<file path="config.mk">
export PLATFORM = sky130hd
export DESIGN_NAME = shift_stage
export DESIGN_NICKNAME = d
export VERILOG_FILES = /design/src/rtl/shift_pkg.sv /design/src/rtl/shift_core.sv /design/src/rtl/shift_stage.sv
export SDC_FILE = /design/constraint.sdc
export NUM_CORES = 1
export LEC_CHECK = 0
export ABC_AREA = 1
export BUFFER_PORTS_ARGS = -buffer_cell sky130_fd_sc_hd__buf_4
export CORE_ASPECT_RATIO = 1.2
export CORE_MARGIN = 3
export CORE_UTILIZATION = 50
export CTS_CLUSTER_DIAMETER = 80
export DETAILED_ROUTE_END_ITERATION = 7
export GPL_TIMING_DRIVEN = 0
export PLACE_DENSITY = 0.7
export REMOVE_ABC_BUFFERS = 1
export SLEW_MARGIN = 30
export SYNTH_ARGS = -nofsm -noshare
export SYNTH_HDL_FRONTEND = slang
export SYNTH_SLANG_ARGS = --single-unit
</file>
<file path="constraint.sdc">
create_clock -name clk -period 2 [get_ports clk]
set_clock_uncertainty 0.05 [all_clocks]
set_input_delay 0 -clock clk [delete_from_list [all_inputs] [get_ports clk]]
set_output_delay 0 -clock clk [all_outputs]
set_load 0.1 [all_outputs]
</file>
<file path="src/rtl/shift_pkg.sv">
// rtl/shift_pkg.sv - shared constants for the shift stage
//
// Purpose: op-code encoding, datapath width and result buffer depth shared
//          by shift_core, shift_stage and anything that drives them.
// Contents:
//   shift_op_e  - 3-bit operation code (101..111 all behave as PASS)
//   SHIFT_W     - operand/result width in bits
//   BUF_DEPTH   - entries in the in-order result buffer
//   is_right_op - helper: op shifts bits out of the low end

package shift_pkg;

  localparam int SHIFT_W   = 16;
  localparam int BUF_DEPTH = 2;

  typedef enum logic [2:0] {
    OP_ROR  = 3'b000,
    OP_ROL  = 3'b001,
    OP_LSR  = 3'b010,
    OP_LSL  = 3'b011,
    OP_ASR  = 3'b100,
    OP_PASS = 3'b101
  } shift_op_e;

  // ROR, LSR and ASR lose bits off bit 0; ROL and LSL lose them off the top.
  function automatic logic is_right_op(input logic [2:0] op);
    return (op == OP_ROR) || (op == OP_LSR) || (op == OP_ASR);
  endfunction

endpackage

</file>
<file path="src/rtl/shift_core.sv">
// rtl/shift_core.sv - combinational rotate/shift datapath
//
// Purpose: computes the shifted result (and, when SHIFT_STAGE_CARRY_EN is
//          defined, the last bit shifted out) for one request.
// Optional feature macro: SHIFT_STAGE_CARRY_EN (adds the carry output).
// Ports:
//   data   in  n  operand
//   shift  in  4  shift amount 0..15
//   op     in  3  operation code (see shift_pkg)
//   result out n  shifted/rotated operand
//   carry  out 1  last bit shifted out (only with SHIFT_STAGE_CARRY_EN)

module shift_core
  import shift_pkg::*;
#(
  parameter int n = SHIFT_W
) (
  input  logic [n-1:0] data,
  input  logic [3:0]   shift,
  input  logic [2:0]   op,
`ifdef SHIFT_STAGE_CARRY_EN
  output logic         carry,
`endif
  output logic [n-1:0] result
);

  // Rotates are done by shifting a doubled copy of the operand, so the
  // wrapped bits fall out of the opposite half for free.
  logic [2*n-1:0] doubled;
  logic [2*n-1:0] rot_r_wide;
  logic [2*n-1:0] rot_l_wide;
  logic [n-1:0]   ror_res;
  logic [n-1:0]   rol_res;
  logic [n-1:0]   lsr_res;
  logic [n-1:0]   lsl_res;
  logic [n-1:0]   asr_res;

  assign doubled    = {data, data};
  assign rot_r_wide = doubled >> shift;
  assign rot_l_wide = doubled << shift;
  assign ror_res    = rot_r_wide[n-1:0];
  assign rol_res    = rot_l_wide[2*n-1:n];
  assign lsr_res    = data >> shift;
  assign lsl_res    = data << shift;
  assign asr_res    = $signed(data) >>> shift;

  always_comb begin
    result = data;
    case (op)
      OP_ROR:  result = ror_res;
      OP_ROL:  result = rol_res;
      OP_LSR:  result = lsr_res;
      OP_LSL:  result = lsl_res;
      OP_ASR:  result = asr_res;
      default: result = data;
    endcase
  end

`ifdef SHIFT_STAGE_CARRY_EN
  // Low-end ops lose operand[shift-1] last; high-end ops lose
  // operand[n-shift] last. Shift 0 and PASS lose nothing.
  logic [3:0] lo_idx;
  logic [4:0] hi_idx;

  assign lo_idx = shift - 4'd1;
  assign hi_idx = 5'(n) - {1'b0, shift};

  always_comb begin
    carry = 1'b0;
    if (shift != 4'd0) begin
      if (is_right_op(op)) begin
        carry = data[lo_idx];
      end else if ((op == OP_ROL) || (op == OP_LSL)) begin
        carry = data[hi_idx[3:0]];
      end
    end
  end
`endif

endmodule

</file>
<file path="src/rtl/shift_stage.sv">
// rtl/shift_stage.sv - shift stage with valid/ready handshake and 2-entry result buffer
//
// Purpose: accepts one shift/rotate request per cycle, computes the result
//          in the accept cycle and queues it in an in-order 2-entry buffer.
// Optional feature macro: SHIFT_STAGE_CARRY_EN (stores and presents carry;
//          otherwise out_carry is tied 0 and no carry bit is stored).
// Ports:
//   clk       in  1  clock, rising edge
//   reset     in  1  synchronous active-high reset
//   in_valid  in  1  request valid
//   in_ready  out 1  buffer has room (count < 2), independent of out_ready
//   in_data   in  n  operand
//   in_shift  in  4  shift amount
//   in_op     in  3  operation code
//   out_valid out 1  buffer holds at least one result
//   out_ready in  1  downstream takes the oldest result
//   out_data  out n  oldest result (0 when empty)
//   out_zero  out 1  oldest result equals zero
//   out_carry out 1  last bit shifted out for the oldest result

module shift_stage
  import shift_pkg::*;
#(
  parameter int n = SHIFT_W
) (
  input  logic         clk,
  input  logic         reset,
  input  logic         in_valid,
  output logic         in_ready,
  input  logic [n-1:0] in_data,
  input  logic [3:0]   in_shift,
  input  logic [2:0]   in_op,
  output logic         out_valid,
  input  logic         out_ready,
  output logic [n-1:0] out_data,
  output logic         out_zero,
  output logic         out_carry
);

  logic [n-1:0] core_result;
  logic [n-1:0] buf_data [BUF_DEPTH];
  logic         wr_ptr;
  logic         rd_ptr;
  logic [1:0]   count;
  logic         push;
  logic         pop;

`ifdef SHIFT_STAGE_CARRY_EN
  logic core_carry;
  logic buf_carry [BUF_DEPTH];
`endif

  shift_core #(
    .n(n)
  ) u_core (
    .data   (in_data),
    .shift  (in_shift),
    .op     (in_op),
`ifdef SHIFT_STAGE_CARRY_EN
    .carry  (core_carry),
`endif
    .result (core_result)
  );

  assign in_ready  = (count < 2'(BUF_DEPTH));
  assign out_valid = (count != 2'd0);
  assign push      = in_valid && in_ready;
  assign pop       = out_valid && out_ready;

  // Empty buffer presents zeros so nothing stale is visible after reset
  // or after the last result drains.
  assign out_data = out_valid ? buf_data[rd_ptr] : '0;
  assign out_zero = out_valid && (buf_data[rd_ptr] == '0);

`ifdef SHIFT_STAGE_CARRY_EN
  assign out_carry = out_valid && buf_carry[rd_ptr];
`else
  assign out_carry = 1'b0;
`endif

  always_ff @(posedge clk) begin
    if (reset) begin
      wr_ptr <= 1'b0;
      rd_ptr <= 1'b0;
      count  <= 2'd0;
      for (int i = 0; i < BUF_DEPTH; i++) begin
        buf_data[i] <= '0;
      end
    end else begin
      if (push) begin
        buf_data[wr_ptr] <= core_result;
        wr_ptr           <= ~wr_ptr;
      end
      if (pop) begin
        rd_ptr <= ~rd_ptr;
      end
      // Simultaneous push and pop leaves the occupancy unchanged.
      case ({push, pop})
        2'b10:   count <= count + 2'd1;
        2'b01:   count <= count - 2'd1;
        default: count <= count;
      endcase
    end
  end

`ifdef SHIFT_STAGE_CARRY_EN
  always_ff @(posedge clk) begin
    if (reset) begin
      for (int i = 0; i < BUF_DEPTH; i++) begin
        buf_carry[i] <= 1'b0;
      end
    end else if (push) begin
      buf_carry[wr_ptr] <= core_carry;
    end
  end
`endif

endmodule

</file>
After elaboration in Yosys (flattened, before gate mapping)
Memories as Yosys holds them, arrays and structs flattened. A register that Yosys moved wholly into a read port is not among the register bits. Cells that the tools add are included.

Output and inout port bits: 20. Memory bits (writable): 32. Input port bits: 27. Word-level logic and storage cells: 41. Memories kept: 1. Bits in registers: 4.

Memory list: buf_data (words 2, bits a word 16, read ports 1, clocked after memory_dff 1, wr ports 2, line shift_stage.sv:41) `logic [n-1:0] buf_data [BUF_DEPTH];`.

Bitwise logic cells: 2. Magnitude comparators: 1. Add/sub/neg operators: 2. Shift operators: 5. Mux-type cells: 13. Equal/unequal tests: 6. Reduce and logical (&&, ||, !) cells: 8.

Operator list (count): case mux 16 bit (5 select lines) (1); 2-to-1 mux 16 bit (2); << shifter 32 x 4 -> 32 bit (1); right shift 32 x 4 -> 16 bit (1); zero test 16 bit (1); OR reduction 16 bit (1); << shifter 16 x 4 -> 16 bit (1); right shift 16 x 4 -> 16 bit (1); >>> shifter 16 x 4 -> 16 bit (1); 2-to-1 mux 1 bit (9); equality test 3 x 2 -> 1 bit (second input constant) (2); case mux 2 bit (2 select lines) (1); nonzero test 2 bit (2); equality test 3 x 1 -> 1 bit (second input constant) (1); equality test 3 bit (second input constant) (1); logical AND 1 bit (3); zero test 3 bit (1); adder 2 x 1 -> 2 bit (second input constant) (1); equality test 2 x 1 -> 1 bit (second input constant) (1); equality test 2 bit (second input constant) (1); less-than comparator 2 bit (second input constant) (1); inverter 1 bit (2); subtractor 2 x 1 -> 2 bit (second input constant) (1).

Depth between registers and ports, before layout
Gate-level depths: netlist of run 1.

Depth in word-level cells: 7. Mapped depth: 15. Depth with buffers taken out: 14.

Hierarchy
A second synthesis of run 1 with hierarchy kept.

Cell total of the unflattened synthesis: 735. Area, all modules: 4150.2 µm².

Modules (own cells, without submodules): shift_core (area each 2318.5 µm², cells an instance 519, seq. area each 0.0 µm², times used 1); shift_stage (area each 1831.8 µm², cells an instance 216, seq. area each 1061.0 µm², times used 1).

Worst setup path before layout of run 1
Ideal clock, no wire load.

Kind: register to output. Start: reg count[0]. End: out out_zero. Path slack: -2466 ps. Data arrival time: 4416 ps. Data required time: 1950 ps. Cell stages (with the launch flop): 6. Cells stage by stage: dfxtp_1 nor2_1 inv_1 nand2_1 nor2_1 nor4b_1.

Longest elaborated chain between the ends: 2.

RTL lines: start: declaration (line shift_stage.sv:44) `logic [1:0] count;`; start signal: assignment (line shift_stage.sv:99) `2'b10: count <= count + 2'd1;`; start signal: assignment (line shift_stage.sv:100) `2'b01: count <= count - 2'd1;`; start signal: assignment (line shift_stage.sv:101) `default: count <= count;`; nonzero test 2 bit (line shift_stage.sv:66) `assign out_valid = (count != 2'd0);`; named net out_valid (line shift_stage.sv:33) `output logic out_valid,`; logical AND 1 bit (line shift_stage.sv:73) `assign out_zero = out_valid && (buf_data[rd_ptr] == '0);`; end: declaration (line shift_stage.sv:36) `output logic out_zero,`.

The timed path passes the listed nets, and every way through them passes these cells.

==> metrics.yaml, run 1 <==
status: "complete, no violations"
combPwrFrac: 0.577
n_fill_cell: 751
hold_viol_final: 0
path_clk_slew_ns: 0.07
p_seq_frac: 0.286
synth_top_area_share: 0.247
synthTopCellsByCount: "nand2_1 (234), nand3_1 (147), nor2_1 (64)"
cts_sinks: 37
hold_path_depth: 4
start_util: 0.526
final_nets: 694
max_stage_delay_ns: 0.37
drc: 0
cp_cell_sequence: "buf_12 -> mux2i_2 -> nand3_1 -> nor4b_2 -> buf_6"
cts_htree_levels: 2
synth_ff_type: "edfxtp_1"
required_ns: 1.95
synth-seq-cells: 37
p_per_area_mw_per_mm2: 817
routed_via_density: 5.89
grt_pass1_wl_um: 20200
synthDistinctLibCells: 36
netSwitchingFraction: 0.518
drive_gt1_frac: 0.129
clockBufferDepth: 2
synthMostInstantiatedCell: "nand2_1"
slew_violations: 0
track_usage: 0.289
setup_viol: 0
yosysTopAreaCell: "edfxtp_1"
post-dp-hpwl_um: 9510
async_reset_ff_frac: 0
vias: 4462
coreArea_mm2: 0.00740
period_minus_slack_ns: 1.89
reg2reg_depth: 10
rrSetupSlack_ns: 0.20
tightest_slew_ns: 0.853
cts_buffers: 5
crit_path_end_kind: "output port"
insertion_delay_ns: 0.28
ys_warn_count: 0
die_w_um: 86.5
worstPathArrival_ns: 1.84
port_buffers: 45
antenna_found_initial: 0
drv_cap: 0
r2r-end: "count[1]$_SDFFE_PP0P_"
pwr-share-clk: 0.137
power_switching_mw: 1.83
synth_area_mm2: 0.00389
critical_path_depth: 5
vdd_drop_max_v: 0.00103
placed_area_mm2: 0.00414
grt_overflow_total: 0
path_buf_inv: 2
ys_seq_area_frac: 0.273
routedWlPerCell_um: 16.5
synth.avg_cell_area_um2: 6.06
fin_ws_ns: 0.110
cts_tree: "yes"
worst-path-max-fanout: 12
wirelength_um: 12500
p_leak_nw: 2.13
r2r-start: "count[1]$_SDFFE_PP0P_"
relSlewSlack: 0.431
fmax_mhz: 529
cts_root_buffer: "clkbuf_8"
synthCells: 642
critical_path_class: "reg -> out"
cpLargestDelayFamily: "simple AND/OR/NAND/NOR gates"
rsz0062_at_grt: "no"
dr.pass1.iters: 6
place.gp.congestion: 0.968
synth_edf_count: 32
grt_pass1_vias: 4127
dieArea_mm2: 0.00888
antennaDiodeCount: 0
fp.dieH_um: 103
slowest_stage: "dfxtp_4"
min_period_over_period: 0.945
area.growth.synth_to_final_pct: 11.0
internal_power_mw: 1.70
ant_nets: 0
grt_max_degree: 38
pre_cts_slack_ns: -0.341
core.rowCount: 34
crit_path_start_kind: "register"
io_pins: 47
synth_top_cells_by_area: "edfxtp_1 (25%), nand2_1 (23%), nand3_1 (19%), nor2_1 (6.2%), mux2i_1 (4.1%)"
cp-endpoint: "out_zero"
hp-class: "in -> reg"
drt_iter0_drc: 343
postLayoutCellArea_mm2: 0.00432
## metal layers
layer  track usage  routed length (um)  vias up
li1              -                   -     2184
met1         0.372                4870     1977
met2         0.494                6010      257
met3        0.0288                1190       44
met4         0.121                 455        0
met5             0                   0        -
## what timing repair did
item | CTS | global route
setup endpoints to repair | 38 | 16
hold endpoints to repair | 1 | 0
pin swaps | 0 | 1
gates resized for setup | 10 | 5
buffers inserted | 1 | 2
hold buffers | 1 | 0
## tightest hold or removal path, cell delays in order
cell     delay [ns]
buf_4          0.08
nand2_1        0.04
inv_1          0.11
a21oi_1        0.08
## worst min-delay path by stage
stage                   start                   to  slack [ns]
floorplan            in_valid  wr_ptr$_SDFFE_PP0P_        0.17
global placement     in_valid  wr_ptr$_SDFFE_PP0P_        0.29
detailed placement   in_valid  wr_ptr$_SDFFE_PP0P_        0.29
CTS                 out_ready             register       0.005
global route        out_ready             register        0.04
finish              out_ready             register        0.01
## cell families (layout without fill, tap and decap cells)
| kind of cell | Yosys count | after routing | synth area share |
|---|---|---|---|
| AO/OA/AOI/OAI | 46 | 46 | 0.0627 |
| adder cells (fa/ha/maj) | 1 | 1 | 0.00321 |
| buffers and inverters | 65 | 90 | 0.0849 |
| flip-flops | 37 | 37 | 0.273 |
| multiplexers | 16 | 16 | 0.0412 |
| other | 1 | 1 | 0.000964 |
| AND/OR/NAND/NOR | 476 | 476 | 0.534 |
## power by group through the flow
| stage | clock (mW) | combinational [mW] | sequential [mW] |
|---|---|---|---|
| 6_report | 0.484 | 2.04 | 1.01 |
| 5_1_grt | 0.535 | 2.18 | 1.02 |
| 4_1_cts | 0.501 | 1.93 | 1.04 |
| 3_5_place_dp | 0 | 1.91 | 1.05 |
| 3_3_place_gp | 0 | 1.89 | 1.04 |
| 2_1_floorplan | 0 | 1.47 | 1.03 |
## flip-flops by register name (all words and copies together) (netlist names), named ones only
| name | cells |
|---|---|
| count | 2 |
| rd_ptr | 1 |
| buf_data | 32 |
| wr_ptr | 1 |
## layout make-up
type                            count  area [um^2]  area share
Clock buffer                        7         76.3      0.0177
Inverter                           33          126      0.0292
Clock inverter                      1         3.75    0.000869
Multi-Input combinational cell    540         2540       0.587
Sequential cell                    37         1060       0.246
Timing Repair Buffer               49          399      0.0924
Tap cell                           90          113      0.0261
## cells in the final DEF, fill, tap and decap left out, types with 6 or more instances in the layout
cell	netlist	routed
nand2_1	234	231
nand3_1	147	147
nor2_1	64	63
buf_4	7	45
edfxtp_1	32	32
a21oi_1	30	30
inv_1	25	25
mux2i_1	16	13
o21ai_0	10	10
nand4_1	7	7
inv_2	7	6
## through the flow
stage	std cells	hold slack (ns)	total power [mW]	utilization	setup TNS, ns
2_1_floorplan	610	0.172	2.50	-	-23.52
3_3_place_gp	745	0.285	2.94	0.559	-10.82
3_5_place_dp	745	0.290	2.96	0.559	-12.00
4_1_cts	755	0.00456	3.48	0.576	-0.0147
5_1_grt	757	0.0354	3.73	0.584	0
6_report	757	0.0104	3.53	0.584	0
Power figures use the tool's default switching activity.
==> run 2: changes to the inputs <==
Settings changed: ABC_AREA 1 to unset, PLACE_DENSITY 0.7 to 0.69.
==> metrics.yaml, run 2 <==
cts_buffers: 5  # unchanged
min_period_over_period: 1.02  # was 0.945
final_nets: 557  # was 694
synth.avg_cell_area_um2: 8.73  # was 6.06 um^2
cts_tree: "yes"  # unchanged
period_minus_slack_ns: 2.04  # was 1.89 ns
drc: 0  # unchanged
hp-class: "in -> reg"  # unchanged
violations: "negative setup slack"
postLayoutCoreUtil: 0.589  # was 0.584
fp.dieH_um: 111  # was 103 um
netSwitchingFraction: 0.521  # was 0.518
reg2reg_depth: 5  # was 10
routed_via_density: 7.26  # was 5.89
grt_overflow_total: 0  # unchanged
antenna_found_initial: 0  # unchanged
setup_tns_ns: -0.0723  # was 0 ns
regMostFlops: "buf_data"  # unchanged
tightest_slew_ns: 0.828  # was 0.853 ns
vias: 4696  # was 4462
start_util: 0.524  # was 0.526
insertion_delay_ns: 0.28  # about the same
wirelength_um: 17300  # was 12500 um
area.growth.synth_to_final_pct: 12.4  # was 11.0%
fin_cells: 647  # was 757
drive_gt1_frac: 0.260  # was 0.129
grt_max_degree: 44  # was 38
coreArea_mm2: 0.00880  # was 0.00740 mm^2
drt_iter0_drc: 617  # was 343
yosysTopAreaCell: "edfxtp_1"  # unchanged
io_pins: 47  # unchanged
dr.pass1.iters: 5  # was 6
required_ns: 2.04  # was 1.95 ns
clockBufferDepth: 2  # unchanged
placedCellCount: 631  # was 745
routedWlPerCell_um: 26.7  # was 16.5 um
fin_ws_ns: -0.0409  # was 0.110 ns
critical_path_class: "in -> reg"  # was reg -> out
antennaDiodeCount: 0  # unchanged
hold_viol_final: 0  # unchanged
largest_register_ffs: 32  # unchanged
path_clk_slew_ns: 0.07  # about the same
port_buffers: 45  # unchanged
slew_violations: 0  # unchanged
synthCells: 528  # was 642
core.rowCount: 37  # was 34
synth_top_cells_by_area: "edfxtp_1 (21%), mux4_2 (9.8%), mux2i_1 (9.5%), mux2_2 (7.6%), nor2_1 (4.6%)"  # was edfxtp_1 (25%), nand2_1 (23%), nand3_1 (19%), nor2_1 (6.2%), mux2i_1 (4.1%)
die_w_um: 93.7  # was 86.5 um
internal_power_mw: 2.05  # was 1.70 mW
p_seq_frac: 0.266  # was 0.286
worstPathArrival_ns: 2.08  # was 1.84 ns
worst-path-max-fanout: 22  # was 12
place.gp.congestion: 1.02  # was 0.968
track_usage: 0.327  # was 0.289
hold_path_depth: 4  # unchanged
synth_top_area_share: 0.208  # was 0.247
synthTopCellsByCount: "nor2_1 (57), mux2i_1 (44), clkbuf_1 (37)"  # was nand2_1 (234), nand3_1 (147), nor2_1 (64)
relSlewSlack: 0.447  # was 0.431
cts_htree_levels: 2  # unchanged
crit_path_end_kind: "register"  # was output port
cts_root_buffer: "clkbuf_8"  # unchanged
final_common_cell: "nor2_1"  # was nand2_1
p_leak_nw: 1.82  # was 2.13 nW
grt_pass1_wl_um: 26100  # was 20200 um
pwr-share-clk: 0.114  # was 0.137
ys_seq_area_frac: 0.230  # was 0.273
vdd_drop_max_v: 0.000385  # was 0.00103 V
drv_cap: 0  # unchanged
synthMostInstantiatedCell: "nor2_1"  # was nand2_1
grt_pass1_vias: 4396  # was 4127
cts_sinks: 37  # unchanged
ys_warn_count: 0  # unchanged
post-dp-hpwl_um: 11900  # was 9510 um
synth_ff_type: "edfxtp_1"  # unchanged
ant_nets: 0  # unchanged
power_switching_mw: 2.22  # was 1.83 mW
synth-seq-cells: 37  # unchanged
setup_viol: 2  # was 0
crit_path_start_kind: "input pin"  # was register
rsz0062_at_grt: "yes"  # was no
layout_common_cells: "nor2_1 (54), mux2i_1 (44), buf_4 (44)"  # was nand2_1 (231), nand3_1 (147), nor2_1 (63)
async_reset_ff_frac: 0  # unchanged
top_regs: "buf_data: 32 flops, count: 2 flops"  # unchanged
n_fill_cell: 788  # was 751
combPwrFrac: 0.620  # was 0.577
synthDistinctLibCells: 72  # was 36
synth_edf_count: 32  # unchanged
dieArea_mm2: 0.0104  # was 0.00888 mm^2
p_per_area_mw_per_mm2: 823  # was 817 mW/mm^2
fmax_mhz: 490  # was 529 MHz
status: "finished, violations left"  # was complete, no violations
synth_area_mm2: 0.00461  # was 0.00389 mm^2
run 2: layer usage:
metal,part of all wire,global-route usage,up-vias
li1,-,-,2081
met1,0.38,0.417,2197
met2,0.47,0.522,338
met3,0.084,0.0285,80
met4,0.073,0.218,0
met5,0,0,-
run 2: metrics by stage:
step | setup WS (ns) | power (mW) | hold WS (ns) | cell area, um^2
floorplan | -1.01 | 2.93 | 0.0191 | 4320
global placement | -0.967 | 3.57 | 0.192 | 4810
detailed placement | -0.935 | 3.62 | 0.196 | 4820
CTS | -0.0297 | 4.19 | 0.146 | 5100
global route | -0.0730 | 4.44 | 0.193 | 5180
finish | -0.0409 | 4.27 | 0.163 | 5180
run 2: area by class of cell:
type | instances | area [um^2] | share of cell area
tap | 117 | 146 | 0.0282
timing repair buffer | 53 | 509 | 0.0982
clock buffer | 8 | 80.1 | 0.0154
sequential | 37 | 1060 | 0.205
inverter | 7 | 30.0 | 0.00579
multi-input combinational | 425 | 3350 | 0.647
run 2: critical path: stages:
cell and delay [ns]:
buf_4 0.24, nor2b_1 0.34, nand2b_1 0.39, nor4b_2 0.58, o32ai_1 0.20, nor3_1 0.32
run 2: what timing repair did:
item	4_1_cts	5_1_grt
pin swaps	0	4
hold buffers	1	0
endpoints found under the setup margin	52	38
gates cloned	2	0
gates resized for setup	27	11
buffers inserted	1	4
endpoints found under the hold margin	5	0
run 2: kinds of logic after synthesis:
| logic type | share of synthesized area |
|---|---|
| AOI/OAI and AO/OA | 0.207 |
| adders and majority gates | 0.00271 |
| DFF | 0.230 |
| other | 0.000813 |
| and+or+nand+nor | 0.200 |
| muxes | 0.283 |
| xor gates and xnor gates | 0.00760 |
| buffers and inverters | 0.0686 |
run 2: final timing paths:
path | slack [ns] | endpoint | startpoint
setup / recovery | -0.04 | buf_data[0][2]$_SDFFCE_PN0P_ | in_op[0]
hold / removal | 0.16 | wr_ptr$_SDFFE_PP0P_ | in_valid
setup reg to reg | 0.15 | count[1]$_SDFFE_PP0P_ | count[0]$_SDFFE_PP0P_
hold reg to reg | 0.48 | rd_ptr$_SDFFE_PP0P_ | rd_ptr$_SDFFE_PP0P_
run 2: power groups by stage:
stage	registers [mW]	logic [mW]	clock network, mW
2_1_floorplan	1.14	1.79	0
3_3_place_gp	1.17	2.39	0
3_5_place_dp	1.19	2.43	0
4_1_cts	1.16	2.54	0.488
5_1_grt	1.16	2.76	0.525
6_report	1.14	2.64	0.486
